File: config.mk
export PLATFORM = sky130hd
export DESIGN_NAME = ahb_txn_arbiter
export DESIGN_NICKNAME = d
export VERILOG_FILES = /design/src/rtl/ahb_txn_arbiter.sv
export SDC_FILE = /design/constraint.sdc
export NUM_CORES = 1
export LEC_CHECK = 0
export CELL_PAD_IN_SITES_DETAIL_PLACEMENT = 0
export CELL_PAD_IN_SITES_GLOBAL_PLACEMENT = 1
export CORE_AREA = 2 2 159 161
export CTS_CLUSTER_DIAMETER = 200
export CTS_CLUSTER_SIZE = 10
export DETAILED_ROUTE_END_ITERATION = 8
export DIE_AREA = 0 0 161 163
export PLACE_DENSITY = 0.73
export SLEW_MARGIN = 20
export SYNTH_ARGS = -nofsm -noshare
export SYNTH_HDL_FRONTEND = slang
export SYNTH_SLANG_ARGS = --single-unit
export TNS_END_PERCENT = 50
File: constraint.sdc
create_clock -name i_clk_ahb -period 4.1 [get_ports i_clk_ahb]
set_clock_uncertainty 0.15 [all_clocks]
set_input_delay 0.82 -clock i_clk_ahb [delete_from_list [all_inputs] [get_ports i_clk_ahb]]
set_output_delay 0.82 -clock i_clk_ahb [all_outputs]
set_load 0.05 [all_outputs]
File: src/rtl/ahb_txn_arbiter.sv
// ahb_txn_arbiter: round-robin share of one AHB master port with in-order read-tag routing
module ahb_txn_arbiter #(
    parameter int NUM_REQ   = 4,
    parameter int ADDR_W    = 32,
    parameter int DATA_W    = 32,
    parameter int TAG_DEPTH = 4
) (
    input  logic                        i_clk_ahb,
    input  logic                        i_rst_ahb,
    input  logic [NUM_REQ-1:0]          i_req_valid,
    input  logic [NUM_REQ-1:0]          i_req_rd0_wr1,
    input  logic [NUM_REQ*ADDR_W-1:0]   i_req_addr,
    input  logic [NUM_REQ*DATA_W-1:0]   i_req_wr_data,
    output logic [NUM_REQ-1:0]          o_req_ready,
    output logic [NUM_REQ-1:0]          o_req_rd_valid,
    output logic [DATA_W-1:0]           o_req_rd_data,
    output logic                        o_m_valid,
    output logic                        o_m_rd0_wr1,
    output logic [ADDR_W-1:0]           o_m_addr,
    output logic [DATA_W-1:0]           o_m_wr_data,
    input  logic                        i_m_ready,
    input  logic                        i_m_rd_valid,
    input  logic [DATA_W-1:0]           i_m_rd_data,
    output logic [$clog2(NUM_REQ)-1:0]  o_grant_id,
    output logic                        o_busy,
    output logic                        o_err_orphan
);
    localparam int GW = $clog2(NUM_REQ);
    localparam int PW = $clog2(TAG_DEPTH);
    localparam int CW = PW + 1;

    typedef enum logic {IDLE, ISSUE} state_t;

    state_t        state, state_nx;
    logic [GW-1:0] grant, rr_ptr, winner, idx;
    logic [GW-1:0] tag_mem [TAG_DEPTH];
    logic [PW-1:0] wr_ptr, rd_ptr;
    logic [CW-1:0] count;
    logic          any_req, full, empty, sel_rd, m_valid, accept, push, pop, orphan;

    assign any_req      = |i_req_valid;
    assign full         = count == CW'(TAG_DEPTH);
    assign empty        = count == '0;
    assign sel_rd       = ~i_req_rd0_wr1[grant];
    // a read may not issue while the tag FIFO is full, even if a pop lands this cycle
    assign m_valid      = (state == ISSUE) && i_req_valid[grant] && !(sel_rd && full);
    assign accept       = m_valid && i_m_ready;
    assign push         = accept && sel_rd;
    assign pop          = i_m_rd_valid && !empty;
    assign o_grant_id   = grant;
    assign o_busy       = (state == ISSUE) || !empty;
    assign o_err_orphan = orphan;

    // round-robin winner: first set valid at or above rr_ptr, wrapping
    always_comb begin
        winner = rr_ptr;
        idx    = '0;
        for (int i = NUM_REQ - 1; i >= 0; i--) begin
            idx = GW'((int'(rr_ptr) + i) % NUM_REQ);
            if (i_req_valid[idx]) winner = idx;
        end
    end

    // FSM state register
    always_ff @(posedge i_clk_ahb) begin
        if (i_rst_ahb) state <= IDLE;
        else           state <= state_nx;
    end

    // FSM next state and master-side outputs muxed from the grant holder
    always_comb begin
        state_nx    = state;
        o_m_valid   = 1'b0;
        o_m_rd0_wr1 = 1'b0;
        o_m_addr    = '0;
        o_m_wr_data = '0;
        o_req_ready = '0;
        case (state)
            IDLE: if (any_req) state_nx = ISSUE;
            ISSUE: begin
                o_m_valid          = m_valid;
                o_m_rd0_wr1        = i_req_rd0_wr1[grant];
                o_m_addr           = i_req_addr[int'(grant)*ADDR_W +: ADDR_W];
                o_m_wr_data        = i_req_wr_data[int'(grant)*DATA_W +: DATA_W];
                o_req_ready[grant] = accept;
                if (accept || !i_req_valid[grant]) state_nx = IDLE;
            end
            default: state_nx = IDLE;
        endcase
    end

    // grant latches the winner on leaving IDLE; rr_ptr advances only on accept
    always_ff @(posedge i_clk_ahb) begin
        if (i_rst_ahb) begin
            grant  <= '0;
            rr_ptr <= '0;
        end else begin
            if (state == IDLE && any_req) grant <= winner;
            if (accept) rr_ptr <= (grant == GW'(NUM_REQ - 1)) ? '0 : grant + 1'b1;
        end
    end

    // tag FIFO pointers, occupancy and sticky orphan flag
    always_ff @(posedge i_clk_ahb) begin
        if (i_rst_ahb) begin
            wr_ptr <= '0;
            rd_ptr <= '0;
            count  <= '0;
            orphan <= 1'b0;
        end else begin
            if (push) wr_ptr <= wr_ptr + 1'b1;
            if (pop) rd_ptr <= rd_ptr + 1'b1;
            count <= count + CW'(push) - CW'(pop);
            if (i_m_rd_valid && empty) orphan <= 1'b1;
        end
    end

    // tag storage needs no reset; occupancy decides what is valid
    always_ff @(posedge i_clk_ahb) begin
        if (push) tag_mem[wr_ptr] <= grant;
    end

    // read data goes back to the oldest outstanding reader
    always_comb begin
        o_req_rd_valid = '0;
        o_req_rd_data  = '0;
        if (pop) begin
            o_req_rd_valid[tag_mem[rd_ptr]] = 1'b1;
            o_req_rd_data                   = i_m_rd_data;
        end
    end
endmodule

# == Word-level counts from Yosys, hierarchy flattened ==
# Memories as Yosys holds them, arrays and structs flattened. A register that Yosys moved wholly into a read port is not among the register bits.
# Index checks and enable logic that the tools add are counted.
# totals
elab_cells,83
ff_bits,13
ram_bits,8
output_inout_bits,110
memories,1
# classes
n_eq_ne,2
bitwise,3
n_reduce_logical,17
order_cmp,8
addsub,8
shift,2
muxes,35
# memory_table
name,words,width,read_ports,rd_clocked_by_memory_dff,wr,line_no,source
tag_mem,4,2,1,1,1,36,logic [GW-1:0] tag_mem [TAG_DEPTH];
# ops
cell,count
$shiftx 128x8->32,2
$mux 32,3
$lt 2x3->1 const B,6
$mux 1,14
$mux 2,7
$bmux 1 s2,6
$logic_and 1x1->1,10
$add 2x1->2 const B,4
$mux 4,2
$add 2x2->2 const B,2
$and 4x4->4,1
$demux 1 s2,2
$ge 2x1->1 const B,2
$reduce_or 4->1,1
$add 3x1->3,1
$eq 3x3->1 const B,1
$logic_not 1->1,3
$logic_not 3->1,1
$sub 3x1->3,1
$eq 2x2->1 const B,1
$logic_or 1x1->1,2
$not 1->1,2
$pmux 1 s2,1

# == Logic depth before layout (Yosys ltp) ==
# logic_depth
ltp_word,10
depth_mapped,13
depth_no_buf,12

# == Least setup slack after synthesis ==
# No wires, ideal clock.
# synth_timing
kind,reg2out
start,reg grant[1] (netlist: o_grant_id[1])
end,out o_m_valid
stages_incl_launch_ff,6
setup_slack_ns,0.451
path_buffers,3
t_arrival_ns,2.679
cell_sequence,dfxtp_1 > buf_2 > buf_2 > buf_1 > o21ai_0 > nor3_1
# synth_via
elab_chain_len,7
elab_cells_between_ends,10
# synth_rtl
element,line_no,source
from (decl),35,"logic [GW-1:0] grant, rr_ptr, winner, idx;"
from (signal assigned),98,if (state == IDLE && any_req) grant <= winner;
$bmux 1 s2,44,assign sel_rd = ~i_req_rd0_wr1[grant];
$mux 1 (not written as such),44,
$not 1->1,44,
$logic_and 1x1->1,46,assign m_valid = (state == ISSUE) && i_req_valid[grant] && !(sel_rd && full);
$logic_not 1->1,46,
$logic_and 1x1->1 *,46,
$mux 1 *,78,case (state)
to (decl),17,"output logic o_m_valid,"
# Mark *: on every way between the ends. The rest lies on a longest branch, timed or not. The select of a mux whose other input is x is not followed.

# == Final worst setup path ==
# layout_timing
start,in i_req_rd0_wr1[2]
end,out o_m_rd0_wr1
# layout_via
elab_chain_len,3
# layout_rtl
element,line_no,source
from (decl),11,"input logic [NUM_REQ-1:0] i_req_rd0_wr1,"
$bmux 1 s2,82,o_m_rd0_wr1 = i_req_rd0_wr1[grant];
$mux 1 (not written as such),82,
$mux 1,78,
to (decl),18,"output logic o_m_rd0_wr1,"
# No other way between the ends. The select of a mux whose other input is x is not followed.

==> results.yml <==
cts:
  insertion_delay_ns: 0.26
  cts-buffers-inserted: 3
  cts_resized: 0
  cts_sinks: 23
  cts_setup_buffers: 0
  clkTransAtPathRegs_ns: 0.06
  cts_tree: "built"
  cts.hold.buffers_added: 0
  cts_root_buf: "clkbuf_16"
  cts_buffer_depth: 2
  cts_max_level: 1
finish:
  num-nets-final: 1013
  synthToLayoutAreaGrowth_pct: 143
  drive_gt1_frac: 0.183
  nFillCells: 2508
logic_synthesis:
  synth_top_family_by_area: "multiplexers"
  synth.distinct_cells: 40
  syn_area_per_cell_sq_um: 11.2
  synth_compound_area_frac: 0.0375
  synth_area_sq_mm: 0.00343
  synth_fa_ha_area_frac: 0.0423
  post-synth-top-area-fraction: 0.439
  synth_fp_nets: 619
  yosys.area_share.xor_xnor: 0.0102
  synth_area_leader_cell: "mux4_2"
  ys_ff_latch: 23
  synthSimpleGateAreaFrac: 0.251
  synth_cells: 308
  synth_edf_count: 8
  synthTopCellsByArea: "mux4_2, and2_1, dfxtp_1"
  ys_seq_area_frac: 0.157
  yosysWarnings: 0
  async_flop_share: 0
  synth_mux_area_frac: 0.452
  ys.flop_type: "dfxtp_1"
placed_design:
  routabilityCongestion: 0.856
  portBuffers: 409
  pre_cts_ws_ns: 0.438
  dp_hpwl_um: 17500
sta:
  setup_viol: 0
  period_needed_ns: 3.66
  worst_pin_slew_ns: 0.758
  period_share: 0.893
  fmax_mhz: 273
  fin_ws_ns: 0.440
  rsz0062_at_grt: "false"
  finalSetupTns_ns: 0
  hold_viol_final: 0
  max_slew_margin: 0.488
  drv_slew: 0
setup_path:
  slowest_delay_ns: 0.72
  crit_slowest_cell: "clkdlybuf4s50_1"
  required_ns: 3.13
  arrival_ns: 2.69
  cp_cell_sequence: "clkdlybuf4s50_1, mux4_2, and2_1, clkdlybuf4s50_1"
  crit_path_max_fanout: 4
  start_kind: "input pin"
  worstSetupPathType: "in2out"
  end_kind: "output pin"
  cp_common_cell: "clkdlybuf4s50_1"
min_path:
  hold_class: "reg2reg"
grt:
  grt_pass1_wl_um: 27500
  track_usage: 0.139
  grt_max_degree: 46
  overflow: 0
  antenna_found_initial: 3
  grt_pass1_vias: 4371
die:
  die_w_um: 161
  num_io_pins: 410
  dieArea_sq_mm: 0.0262
  core.rowCount: 58
  start_util: 0.139
  die_h_um: 163
  coreArea_sq_mm: 0.0247
detailed_routing:
  vias: 4210
  firstDrtPassIters: 4
  first_iter_violations: 163
  drc: 0
  ant_nets: 0
  wl_per_cell_um: 19.1
  wirelength_um: 19800
  via_per_inst: 4.08
pwr:
  powerDensity_mw_per_mm2: 322
  p_leak_uw: 0.00295
  irDropWorstVdd_mv: 0.168
run_status:
  status: "finished clean"
flow_run:
  maxCapViolCount: 0
-- worst max-delay path: cells and delay by family --
family	cells	cell delay, ns
buf+inv	2	1.14
mux	1	0.54
simple gates	1	0.19
-- cells in the mapped netlist (all sizes together), types with 2 or more instances --
cell / count
and3b: 2
mux2i: 2
xnor2: 2
nand2: 7
mux2: 2
a211oi: 2
edfxtp: 8
buf: 11
nor3b: 3
a21oi: 3
nand2b: 2
o21ai: 2
nand3: 3
clkbuf: 17
and2: 101
nor3: 6
nor2: 10
dfxtp: 15
and3: 5
xor2: 2
mux4: 67
nor2b: 4
inv: 11
ha: 10
-- area by class of cell --
class,instances,area (sq um),area share
multi-input combinational,246,2720,0.326
inverter,11,41.3,0.00494
tap,330,413,0.0494
clock inverter,1,7.51,0.000898
sequential,23,549,0.0657
antenna,2,5.00,0.000599
clock buffer,3,75.1,0.00898
timing repair buffer,417,4550,0.544
-- state kept, by name (all words and copies together) (netlist names), named ones only --
| signal | cells |
|---|---|
| tag_mem | 8 |
| count | 3 |
| o_grant_id | 2 |
| rd_ptr | 2 |
| rr_ptr | 2 |
| wr_ptr | 2 |
| o_err_orphan | 1 |
| state | 1 |
-- stage by stage --
step / std cells / utilization / power [uW] / area [sq um] / hold slack [ns]
after CTS: 1031 / 0.339 / 2730 / 8350 / 0.332
after global routing: 1031 / 0.339 / 2820 / 8350 / 0.373
final: 1033 / 0.339 / 2690 / 8360 / 0.325
after global placement: 1027 / 0.335 / 2500 / 8270 / 0.298
after floorplan: 308 / - / 1510 / 3430 / 0.318
after detailed placement: 1027 / 0.335 / 2510 / 8270 / 0.314
-- where the power goes --
group	internal, uW	switching, uW
clock	132	81.8
combinational	1040	1110
sequential	273	65.5
total	1440	1250
-- worst paths after layout --
check	from	endpoint	cells after the start	slack (ns)
max reg2reg	o_grant_id[0]$_SDFFE_PP0P_	count[2]$_SDFF_PP0_	12	0.96
min reg2reg	o_err_orphan$_SDFFE_PP0P_	o_err_orphan$_SDFFE_PP0P_	2	0.32
min	o_err_orphan$_SDFFE_PP0P_	o_err_orphan$_SDFFE_PP0P_	2	0.32
max	i_req_rd0_wr1[2]	o_m_rd0_wr1	4	0.44
-- per-layer routing --
| metal | global-route usage | part of all wire | vias up |
|---|---|---|---|
| li1 | - | - | 1951 |
| met1 | 0.157 | 0.37 | 2012 |
| met2 | 0.261 | 0.53 | 228 |
| met3 | 0.0456 | 0.092 | 15 |
| met4 | 0.0179 | 0.0098 | 4 |
| met5 | 0 | 0.0013 | - |
-- layout by cell type, fill, tap and decap left out, drive strengths merged, types with 2 or more instances in the layout --
cell type      netlist  routed
nand2b               2       2
ha                  10      10
nor2                10      10
nand2                7       7
o21ai                2       2
and3                 5       5
xnor2                2       2
inv                 11      11
mux2i                2       2
mux4                67      67
dfxtp               15      15
nor3b                3       3
buf                 11      51
mux2                 2       2
clkdlybuf4s50        0     366
nor2b                4       4
nand3                3       3
xor2                 2       2
nor3                 6       6
edfxtp               8       8
and2               101     101
and3b                2       2
diode                0       2
a21oi                3       3
a211oi               2       2
clkbuf              17       3
-- cells by family (layout without fill, tap and decap cells) --
family | Yosys count | after routing
buffers and inverters | 39 | 432
DFF | 23 | 23
and+or+nand+nor | 143 | 143
muxes | 71 | 71
adders and majority gates | 11 | 11
other | 0 | 2
AOI/OAI and AO/OA | 17 | 17
xor gates and xnor gates | 4 | 4
Power figures use the tool's default switching activity.
